## src/rtl/route_pkg.sv

```systemverilog
// Shared codes for the torus route-computation stage: port/direction codes,
// flit-type codes, dimension indices and the packet-tracking state.
package route_pkg;

    // Port / direction codes (arrival port on dir_in, routed port on dir_out)
    localparam logic [2:0] DIR_INJECT = 3'd0;
    localparam logic [2:0] DIR_XPOS   = 3'd1;
    localparam logic [2:0] DIR_YPOS   = 3'd2;
    localparam logic [2:0] DIR_ZPOS   = 3'd3;
    localparam logic [2:0] DIR_XNEG   = 3'd4;
    localparam logic [2:0] DIR_YNEG   = 3'd5;
    localparam logic [2:0] DIR_ZNEG   = 3'd6;
    localparam logic [2:0] DIR_EJECT  = 3'd7;

    // Dimension indices; DIM_NONE marks inject/eject, which belong to no dimension
    localparam logic [1:0] DIM_X    = 2'd0;
    localparam logic [1:0] DIM_Y    = 2'd1;
    localparam logic [1:0] DIM_Z    = 2'd2;
    localparam logic [1:0] DIM_NONE = 2'd3;

    typedef enum logic [1:0] {
        FT_SINGLE = 2'b00,
        FT_HEAD   = 2'b01,
        FT_BODY   = 2'b10,
        FT_TAIL   = 2'b11
    } flit_type_e;

    typedef enum logic {
        ST_IDLE = 1'b0,
        ST_PKT  = 1'b1
    } pkt_state_e;

    // Dimension a port belongs to (XPOS/XNEG -> X, ...)
    function automatic logic [1:0] dim_of_dir(input logic [2:0] dir);
        logic [1:0] dim;
        dim = DIM_NONE;
        case (dir)
            DIR_XPOS, DIR_XNEG: dim = DIM_X;
            DIR_YPOS, DIR_YNEG: dim = DIM_Y;
            DIR_ZPOS, DIR_ZNEG: dim = DIM_Z;
            default:            dim = DIM_NONE;
        endcase
        return dim;
    endfunction

    // Direction code for a dimension and sign
    function automatic logic [2:0] dir_of_dim(input logic [1:0] dim, input logic pos);
        return pos ? (3'd1 + {1'b0, dim}) : (3'd4 + {1'b0, dim});
    endfunction

endpackage

```

## src/rtl/torus_dim_route.sv

```systemverilog
// One torus dimension: is it resolved, which way is shortest (tie goes
// positive), how many hops remain, and does the first hop cross the dateline.
module torus_dim_route #(
    parameter int unsigned SIZE    = 4,
    parameter int unsigned CUR     = 0,
    parameter int unsigned COORD_W = 3
) (
    input  logic [COORD_W-1:0] dst,
    output logic               resolved,
    output logic               pos,
    output logic [COORD_W:0]   hops,
    output logic               crosses_dateline
);
    import route_pkg::*;

    localparam int unsigned W1 = COORD_W + 1;
    localparam logic [COORD_W:0] SIZE_V = W1'(SIZE);
    localparam logic [COORD_W:0] CUR_V  = W1'(CUR);
    localparam logic [COORD_W:0] HALF_V = W1'(SIZE / 2);
    localparam logic [COORD_W:0] LAST_V = W1'(SIZE - 1);

    logic [COORD_W:0] dst_e;
    logic [COORD_W:0] abs_diff;
    logic [COORD_W:0] wrap_dist;
    logic             ahead;

    // Shortest-way decision for this dimension
    always_comb begin
        dst_e     = {1'b0, dst};
        ahead     = (dst_e > CUR_V);
        abs_diff  = ahead ? (dst_e - CUR_V) : (CUR_V - dst_e);
        wrap_dist = SIZE_V - abs_diff;
        resolved  = (dst_e == CUR_V);
        // Forward: go positive up to half way. Backward: going positive
        // round the ring is as short or shorter once |diff| reaches half.
        pos       = ahead ? (abs_diff <= HALF_V) : (abs_diff >= HALF_V);
        hops      = (abs_diff < wrap_dist) ? abs_diff : wrap_dist;
        // The wrap link sits between SIZE-1 and 0
        crosses_dateline = !resolved && (pos ? (CUR_V == LAST_V) : (CUR_V == '0));
    end

endmodule

```

## src/rtl/route_comp_torus.sv

```systemverilog
// Route-computation stage for one router input port. Heads/singles are routed
// (dimension order per DIM_ORDER), get their VC class and farthest-first
// priority rewritten; body/tail follow the direction latched from the head.
// Handshake: a flit moves in when in_valid && in_ready; the registered output
// is held until out_ready, and a new flit may enter in the same cycle the
// current one leaves.
module route_comp_torus #(
    parameter int unsigned CUR_X     = 0,
    parameter int unsigned CUR_Y     = 0,
    parameter int unsigned CUR_Z     = 0,
    parameter int unsigned XSIZE     = 4,
    parameter int unsigned YSIZE     = 4,
    parameter int unsigned ZSIZE     = 4,
    parameter int unsigned COORD_W   = 3,
    parameter int unsigned FLIT_W    = 85,
    parameter int unsigned DST_POS   = 72,
    parameter int unsigned CMP_POS   = 64,
    parameter int unsigned CMP_W     = 8,
    parameter int unsigned VC_POS    = 82,
    parameter int unsigned TYPE_POS  = 83,
    parameter int unsigned DIM_ORDER = 0
) (
    input  logic              clk,
    input  logic              rst_n,
    input  logic              in_valid,
    output logic              in_ready,
    input  logic [FLIT_W-1:0] flit_in,
    input  logic [2:0]        dir_in,
    input  logic              out_ready,
    output logic [FLIT_W-1:0] flit_out,
    output logic              flit_valid_out,
    output logic              eject_enable,
    output logic [2:0]        dir_out,
    output logic              err_orphan,
    output logic              err_nested
);
    import route_pkg::*;

    localparam logic [31:0] CMP_MAX = 32'((64'd1 << CMP_W) - 64'd1);

    logic [COORD_W:0] hops_v [3];
    logic             res_v  [3];
    logic             pos_v  [3];
    logic             crs_v  [3];

    torus_dim_route #(.SIZE(XSIZE), .CUR(CUR_X), .COORD_W(COORD_W)) u_dim_x (
        .dst(flit_in[DST_POS +: COORD_W]), .resolved(res_v[0]), .pos(pos_v[0]),
        .hops(hops_v[0]), .crosses_dateline(crs_v[0]));
    torus_dim_route #(.SIZE(YSIZE), .CUR(CUR_Y), .COORD_W(COORD_W)) u_dim_y (
        .dst(flit_in[DST_POS + COORD_W +: COORD_W]), .resolved(res_v[1]), .pos(pos_v[1]),
        .hops(hops_v[1]), .crosses_dateline(crs_v[1]));
    torus_dim_route #(.SIZE(ZSIZE), .CUR(CUR_Z), .COORD_W(COORD_W)) u_dim_z (
        .dst(flit_in[DST_POS + 2*COORD_W +: COORD_W]), .resolved(res_v[2]), .pos(pos_v[2]),
        .hops(hops_v[2]), .crosses_dateline(crs_v[2]));

    // k-th dimension visited under the configured order
    function automatic int dim_sel(input int k);
        return (DIM_ORDER == 1) ? (2 - k) : k;
    endfunction

    pkt_state_e        state_q, state_d;
    logic [2:0]        dir_hold_q, dir_hold_d;
    logic [FLIT_W-1:0] flit_q, flit_d;
    logic [2:0]        dir_q, dir_d;
    logic              fv_q, fv_d;
    logic              ej_q, ej_d;
    logic              orphan_q, orphan_d;
    logic              nested_q, nested_d;

    logic [2:0]        route_dir;
    logic [1:0]        route_dim;
    logic              route_cross;
    logic              found;
    logic              vc_new;
    logic [31:0]       hop_sum;
    logic [CMP_W-1:0]  cmp_new;
    logic [FLIT_W-1:0] head_flit;
    flit_type_e        ftype;
    logic              xfer;

    assign in_ready = ~(fv_q | ej_q) | out_ready;
    assign xfer     = in_valid & in_ready;
    assign ftype    = flit_type_e'(flit_in[TYPE_POS +: 2]);

    // Route, VC class and priority for a head/single flit
    always_comb begin
        route_dir   = DIR_EJECT;
        route_dim   = DIM_NONE;
        route_cross = 1'b0;
        found       = 1'b0;
        for (int k = 0; k < 3; k++) begin
            if (!found && !res_v[dim_sel(k)]) begin
                found       = 1'b1;
                route_dim   = 2'(dim_sel(k));
                route_cross = crs_v[dim_sel(k)];
                route_dir   = dir_of_dim(2'(dim_sel(k)), pos_v[dim_sel(k)]);
            end
        end

        // Dateline crossing forces class 1; entering a new dimension (or the
        // network) restarts at class 0; otherwise keep the incoming class.
        vc_new = flit_in[VC_POS];
        if (route_dir != DIR_EJECT) begin
            if (route_cross)
                vc_new = 1'b1;
            else if (dir_in == DIR_INJECT || dim_of_dir(dir_in) != route_dim)
                vc_new = 1'b0;
        end

        hop_sum = 32'(hops_v[0]) + 32'(hops_v[1]) + 32'(hops_v[2]);
        cmp_new = (hop_sum > CMP_MAX) ? '1 : hop_sum[CMP_W-1:0];

        head_flit = flit_in;
        head_flit[VC_POS] = vc_new;
        head_flit[CMP_POS +: CMP_W] = cmp_new;
    end

    // Packet FSM, output register load/drain and sticky error flags
    always_comb begin
        state_d    = state_q;
        dir_hold_d = dir_hold_q;
        flit_d     = flit_q;
        dir_d      = dir_q;
        fv_d       = fv_q;
        ej_d       = ej_q;
        orphan_d   = orphan_q;
        nested_d   = nested_q;

        if (xfer) begin
            fv_d = 1'b0;
            ej_d = 1'b0;
            case (ftype)
                FT_SINGLE, FT_HEAD: begin
                    if (state_q == ST_PKT)
                        nested_d = 1'b1;
                    flit_d = head_flit;
                    dir_d  = route_dir;
                    fv_d   = (route_dir != DIR_EJECT);
                    ej_d   = (route_dir == DIR_EJECT);
                    if (ftype == FT_HEAD) begin
                        state_d    = ST_PKT;
                        dir_hold_d = route_dir;
                    end else begin
                        state_d    = ST_IDLE;
                    end
                end
                default: begin
                    if (state_q == ST_IDLE) begin
                        // No open packet: nowhere to send it, so it is dropped
                        orphan_d = 1'b1;
                    end else begin
                        flit_d = flit_in;
                        dir_d  = dir_hold_q;
                        fv_d   = (dir_hold_q != DIR_EJECT);
                        ej_d   = (dir_hold_q == DIR_EJECT);
                        if (ftype == FT_TAIL)
                            state_d = ST_IDLE;
                    end
                end
            endcase
        end else if (out_ready) begin
            fv_d = 1'b0;
            ej_d = 1'b0;
        end
    end

    // State and output registers
    always_ff @(posedge clk or negedge rst_n) begin
        if (!rst_n) begin
            state_q    <= ST_IDLE;
            dir_hold_q <= '0;
            flit_q     <= '0;
            dir_q      <= '0;
            fv_q       <= 1'b0;
            ej_q       <= 1'b0;
            orphan_q   <= 1'b0;
            nested_q   <= 1'b0;
        end else begin
            state_q    <= state_d;
            dir_hold_q <= dir_hold_d;
            flit_q     <= flit_d;
            dir_q      <= dir_d;
            fv_q       <= fv_d;
            ej_q       <= ej_d;
            orphan_q   <= orphan_d;
            nested_q   <= nested_d;
        end
    end

    assign flit_out       = flit_q;
    assign dir_out        = dir_q;
    assign flit_valid_out = fv_q;
    assign eject_enable   = ej_q;
    assign err_orphan     = orphan_q;
    assign err_nested     = nested_q;

endmodule

```

## config.mk

```make
export PLATFORM = sky130hd
export DESIGN_NAME = route_comp_torus
export DESIGN_NICKNAME = d
export VERILOG_FILES = /design/src/rtl/route_pkg.sv /design/src/rtl/torus_dim_route.sv /design/src/rtl/route_comp_torus.sv
export SDC_FILE = /design/constraint.sdc
export NUM_CORES = 1
export LEC_CHECK = 0
export CAP_MARGIN = 25
export CORE_UTILIZATION = 60
export DETAILED_ROUTE_END_ITERATION = 10
export DONT_BUFFER_PORTS = 1
export PLACE_DENSITY = 0.76
export SYNTH_ARGS = -nofsm -noshare
export SYNTH_HDL_FRONTEND = slang
export SYNTH_SLANG_ARGS = --single-unit
```

## constraint.sdc

```tcl
create_clock -name clk -period 2 [get_ports clk]
set_clock_uncertainty 0.05 [all_clocks]
set_input_delay 0.4 -clock clk [delete_from_list [all_inputs] [get_ports clk]]
set_output_delay 0.4 -clock clk [all_outputs]
set_load 0.03 [all_outputs]
```

==> results_dict.tcl, run 1 <==
set metrics [dict create \
    synthCells 522 \
    hold_class "in2async" \
    crit_type "in2reg" \
    layout.nets 657 \
    fmaxAchievable_mhz 341 \
    min_period_ns 2.93 \
    syn_area_per_cell_sq_um 8.83 \
    synthMuxAreaShare 0.00868 \
    cts_root_buf "clkbuf_8" \
    rows 31 \
    rsz0062_at_grt "true" \
    setup_slack_ns -0.929 \
    r2r_cells 5 \
    critical_path.startpoint "flit_in[78]" \
    post_dp_cell_area_sq_um 4960 \
    diodes 0 \
    setup_viol 5 \
    period_share 1.46 \
    vdd.ir_drop.worst_mv 0.528 \
    reg2reg_from "flit_valid_out$_DFFE_PN0P_" \
    p_seq_frac 0.612 \
    synthSimpleGateAreaFrac 0.252 \
    leakagePower_uw 0.00265 \
    p_per_area_nw_per_um2 1090 \
    cts_buffer_depth 2 \
    avgRoutedWirePerCell_um 17.0 \
    cts_made_buffers 9 \
    fin_hold_ws_ns -0.315 \
    gp_congestion 0.791 \
    yosys_register_bits 96 \
    portBuffers 0 \
    cp_max_fo 5 \
    worst_path_most_repeated_cell "ha_4" \
    violations "negative hold slack, negative setup slack" \
    slew_violations 0 \
    placed_cells 627 \
    syn_nets 635 \
    grt_max_degree 97 \
    ys_dominant_reg_cell "dfrtp_1" \
    drt_wl_total_um 11000 \
    synth_edf_count 0 \
    die_h_um 89.7 \
    swShare 0.409 \
    routed_via_density 5.57 \
    first_pass_iters 4 \
    grt_pass1_vias 3492 \
    drc 0 \
    final_util 0.717 \
    startpoint_type "input pin" \
    path_cells "clkinvlp_4 > ha_4 > ha_4 > nand2b_4 > nand2_2 > ha_2 > o221ai_2 > o221ai_2 > nand2_1 > xnor2_2 > fa_1 > inv_2 > ha_4 > inv_2 > fa_2 > nor2b_1 > nor3_1 > a21oi_1 > o21ai_1" \
    antenna_found_initial 0 \
    synth_xor_xnor_area_share 0.00760 \
    track_usage 0.279 \
    r2r-end "flit_out[6]$_DFFE_PN0P_" \
    crit_end "flit_out[67]$_DFFE_PN0P_" \
    grt-ovfl-total 0 \
    cts.sinks 96 \
    io_pins 185 \
    synth_adder_area_share 0.0651 \
    netlist_area_sq_um 4610 \
    die_area_sq_um 8040 \
    start_util 0.629 \
    clock_latency_ns 0.35 \
    slew_headroom 0.730 \
    drive_above_1_share 0.155 \
    max_stage_delay_ns 0.45 \
    ff2ff_setup_slack_ns 0.25 \
    synth_compound_area_frac 0.100 \
    worst_pin_slew_ns 0.405 \
    cp_slowest_cell "fa_1" \
    status "complete, but fails checks" \
    coreArea_sq_um 7330 \
    clkTransAtPathRegs_ns 0.09 \
    hold_viol 96 \
    grt_pass1_wl_um 16600 \
    seq_area_frac_synth 0.521 \
    maxCapViolCount 0 \
    design_area_sq_um 5260 \
    total_power_uw 5750 \
    die_w_um 89.7 \
    final_cells 648 \
    area_growth_pct 14.1 \
    h-tree-depth 3 \
    cp.required_ns 2.22 \
    async_flop_share 1.00 \
    cp.arrival_ns 3.15 \
    synth_warnings 0 \
    synth_top_family_by_area "simple AND/OR/NAND/NOR gates" \
    dp_hpwl_um 7970 \
    intPower_uw 3400 \
    combPwrFrac 0.170 \
    vias 3611 \
    cts_tree "built" \
    power_frac_clock 0.218 \
    dp_slack_ns -1.40 \
    yosysUniqueCellTypes 45 \
    cp-end-kind "register" \
    p_switching_uw 2350 \
    drtIter0Drc 160 \
    final_antenna_net_count 0 \
]
## worst min-delay path by stage
stage	endpoint	slack [ns]	cells past startpoint
after floorplan	dir_hold_q[0]$_DFFE_PN0P_	0.05	0
after global placement	flit_out[44]$_DFFE_PN0P_	0.06	0
after detailed placement	flit_out[46]$_DFFE_PN0P_	0.06	0
after CTS	flit_out[60]$_DFFE_PN0P_	-0.34	0
after global routing	flit_out[57]$_DFFE_PN0P_	-0.35	0
final	flit_out[52]$_DFFE_PN0P_	-0.32	0
## final cells by class
type	instances	area, sq um
sequential	96	2400
timing repair buffer	36	295
fill	558	2070
tap	99	124
multi-input combinational	383	2160
inverter	18	75.1
clock inverter	4	52.6
clock buffer	12	145
## registers in the layout, indices dropped and copies added (netlist names)
register	cells
err_orphan	1
flit_valid_out	1
dir_out	3
eject_enable	1
flit_out	85
err_nested	1
state_q	1
dir_hold_q	3
## power by group through the flow
| stage | sequential [uW] | combinational (uW) | clock (uW) |
|---|---|---|---|
| after floorplan | 3440 | 728 | 0 |
| after global placement | 3550 | 846 | 0 |
| after detailed placement | 3560 | 907 | 0 |
| after CTS | 3530 | 966 | 1280 |
| after global routing | 3590 | 1130 | 1370 |
| final | 3520 | 977 | 1260 |
## worst max-delay path, delay by kind of cell
family                     cells  cell delay (ns)
AOI/OAI and AO/OA              4             0.37
xor gates and xnor gates       1             0.15
adders and majority gates      6             1.42
buffers and inverters          3             0.19
and+or+nand+nor                5             0.63
## synth_stat cells, types with 2 or more instances
cell	count	area share
a21o_1	2	0.0033
a21oi_1	18	0.020
a31oi_1	3	0.0041
and3_1	3	0.0041
buf_2	20	0.022
buf_4	2	0.0033
buf_6	2	0.0049
dfrtp_1	96	0.52
fa_1	5	0.022
ha_1	16	0.043
inv_1	17	0.014
mux2i_1	4	0.0087
nand2_1	233	0.19
nand2b_1	9	0.012
nand3b_1	2	0.0033
nor2_1	12	0.0098
nor2b_1	8	0.011
nor3_1	9	0.0098
o211ai_1	2	0.0033
o21ai_0	27	0.029
o21bai_1	2	0.0033
o221ai_1	3	0.0057
o311a_1	2	0.0043
o31ai_1	2	0.0033
xnor2_1	3	0.0057
## layer usage
layer | GRT usage | wire (um) | up-vias
met5 | 0 | 0 | -
met4 | 0.140 | 366 | 0
met3 | 0.0795 | 896 | 29
met2 | 0.489 | 5610 | 136
met1 | 0.310 | 4110 | 1722
li1 | - | - | 1724
## through the flow
stage | TNS (ns) | hold slack [ns]
6_report | -4.13 | -0.315
5_1_grt | -4.83 | -0.345
4_1_cts | -4.10 | -0.336
3_5_place_dp | -6.38 | 0.0563
3_3_place_gp | -6.00 | 0.0559
2_1_floorplan | -5.81 | 0.0544
## placed cells by master, fill, tap and decap left out, types with 6 or more instances in the layout
cell type / netlist / routed
nand2b_1: 9 / 6
nand2_1: 233 / 231
nor2b_1: 8 / 6
a21oi_1: 18 / 14
nor2_1: 12 / 12
buf_4: 2 / 34
clkbuf_8: 0 / 10
ha_1: 16 / 9
dfrtp_1: 96 / 96
nor3_1: 9 / 9
ha_4: 0 / 6
inv_1: 17 / 10
o21ai_0: 27 / 23
## cells by family after synthesis
| group | Yosys count |
|---|---|
| multiplexers | 4 |
| XOR/XNOR | 4 |
| AND/OR/NAND/NOR | 282 |
| adder cells (fa/ha/maj) | 21 |
| flip-flops | 96 |
| AO/OA/AOI/OAI | 72 |
| buffers and inverters | 43 |
## timing repair
item / CTS / global route
setup endpoints to repair: 5 / 5
gates resized for setup: 14 / 4
pin swaps: 7 / 5
hold endpoints to repair: 96 / 96
setup buffers: 4 / 1
Power figures use the tool's default switching activity.
==> inputs of run 2 (changes only) <==
TNS_END_PERCENT = 50   (was default)
==> run 2 against run 1 <==
Net effect: global-route usage is 1.8 points lower; critical path depth is 1 lower; sequential share of layout area is 0.67 points lower; die area stayed put; power is 1.3% higher; setup slack worse by 0.039 ns; count of clock-buffer cells in the layout is 1 lower; core utilization is 1.1 points higher; largest power group unchanged; sequential power hardly changed; routed wire length is 4.4% lower; first-iteration DRC count is 18% lower; largest cell class unchanged; the flow still finishes with violations (negative hold slack, negative setup slack).
==> results_dict.tcl, run 2 (synthesis results as in run 1) <==
set metrics [dict create \
    status "complete, but fails checks" \
    violations "negative hold slack, negative setup slack" \
    slew_headroom 0.751 \
    final_antenna_net_count 0 \
    die_h_um 89.7 \
    rows 31 \
    fin_hold_ws_ns -0.312 \
    crit_type "in2reg" \
    crit_family "adder cells" \
    largest_reg_flops 85 \
    die_area_sq_um 8040 \
    cp.arrival_ns 3.18 \
    final_cell_mix "nand2_1, dfrtp_1, buf_4" \
    coreArea_sq_um 7330 \
    clock_latency_ns 0.34 \
    final_util 0.728 \
    path_cells "clkinvlp_4 > ha_4 > ha_4 > nand2_4 > nand2_4 > ha_4 > o221ai_2 > o221ai_2 > nand2_2 > xnor2_2 > fa_1 > inv_1 > ha_2 > inv_2 > fa_2 > nor2b_4 > o211ai_1 > a31oi_1" \
    post_dp_cell_area_sq_um 4980 \
    track_usage 0.261 \
    grt-ovfl-total 0 \
    grt_use_met3 0.0667 \
    drc 0 \
    rsz0062_at_grt "true" \
    slew_violations 0 \
    mostFrequentLayoutCell "nand2_1" \
    area_growth_pct 15.8 \
    cts_root_buf "clkbuf_8" \
    cts.sinks 96 \
    maxCapViolCount 0 \
    busiest_layer "met2" \
    design_area_sq_um 5340 \
    cts_buffer_depth 2 \
    max_stage_delay_ns 0.43 \
    io_pins 185 \
    r2r_cells 6 \
    dp_hpwl_um 7870 \
    fmaxAchievable_mhz 337 \
    path_buf_inv 3 \
    min_period_ns 2.97 \
    cp_max_fo 5 \
    vias 3549 \
    cts_tree "built" \
    leakagePower_uw 0.00268 \
    use_met1 0.300 \
    worst_pin_slew_ns 0.370 \
    die_w_um 89.7 \
    grt_max_degree 97 \
    setup_viol 5 \
    setup_slack_ns -0.969 \
    cts_made_buffers 9 \
    crit_cells 18 \
    p_per_area_nw_per_um2 1090 \
    use_met2 0.469 \
    start_util 0.629 \
    drtIter0Drc 132 \
    cp_slowest_cell "fa_1" \
    antenna_found_initial 0 \
    routed_via_density 5.48 \
    h-tree-depth 3 \
    startpoint_type "input pin" \
    first_pass_iters 4 \
    hold_viol 96 \
    vdd.ir_drop.worst_mv 0.429 \
    diodes 0 \
    grt_pass1_vias 3257 \
    total_power_uw 5830 \
    portBuffers 0 \
    avgRoutedWirePerCell_um 16.2 \
    clkTransAtPathRegs_ns 0.09 \
    cp-end-kind "register" \
    hold_class "in2async" \
    layout.nets 659 \
    drt_wl_total_um 10500 \
    cp.required_ns 2.21 \
    period_share 1.48 \
    drive_above_1_share 0.160 \
    gp_congestion 0.830 \
    worst_path_most_repeated_cell "ha_4" \
    grt_pass1_wl_um 15700 \
]
-- run 2: metrics by stage --
step | setup WS, ns | TNS (ns) | cells
floorplan | -1.27 | -5.83 | 522
global placement | -1.30 | -5.98 | 628
detailed placement | -1.44 | -6.61 | 628
CTS | -0.997 | -4.34 | 645
global route | -1.10 | -4.87 | 648
finish | -0.969 | -4.26 | 648
-- run 2: report_power, final --
part	total [uW]	internal, uW	switching, uW
Sequential	3500	2350	1160
Clock	1320	726	597
Combinational	999	459	540
Total	5830	3530	2290
-- run 2: path summary, 6_finish.rpt --
check	startpoint	endpoint	slack, ns
worst max-delay path	flit_in[78]	flit_out[69]$_DFFE_PN0P_	-0.97
worst min-delay path	rst_n	flit_out[76]$_DFFE_PN0P_	-0.31
worst max register to register	eject_enable$_DFFE_PN0P_	flit_out[43]$_DFFE_PN0P_	0.33
worst min register to register	dir_hold_q[1]$_DFFE_PN0P_	dir_hold_q[1]$_DFFE_PN0P_	0.46
max in group asynchronous	rst_n	flit_out[29]$_DFFE_PN0P_	1.99
min in group clk	out_ready	flit_valid_out$_DFFE_PN0P_	0.10
-- run 2: routing by layer --
layer	vias to the layer above	wire length (um)
li1	1724	-
met1	1682	4070
met2	124	5430
met3	19	829
met4	0	172
met5	-	0
-- run 2: final cells by class --
cell class / instances / area, sq um
inverters: 18 / 77.6
well taps: 99 / 124
flip-flops and latches: 96 / 2400
fillers: 548 / 1990
clock inverters: 3 / 67.6
multi-input cells: 383 / 2200
clock buffers: 11 / 141
repair buffers: 38 / 327
-- run 2: timing repair --
action	4_1_cts	5_1_grt
gates resized for setup	15	8
hold endpoints to repair	96	96
pin swaps	12	19
endpoints found under the setup margin	5	5
buffers inserted	3	3
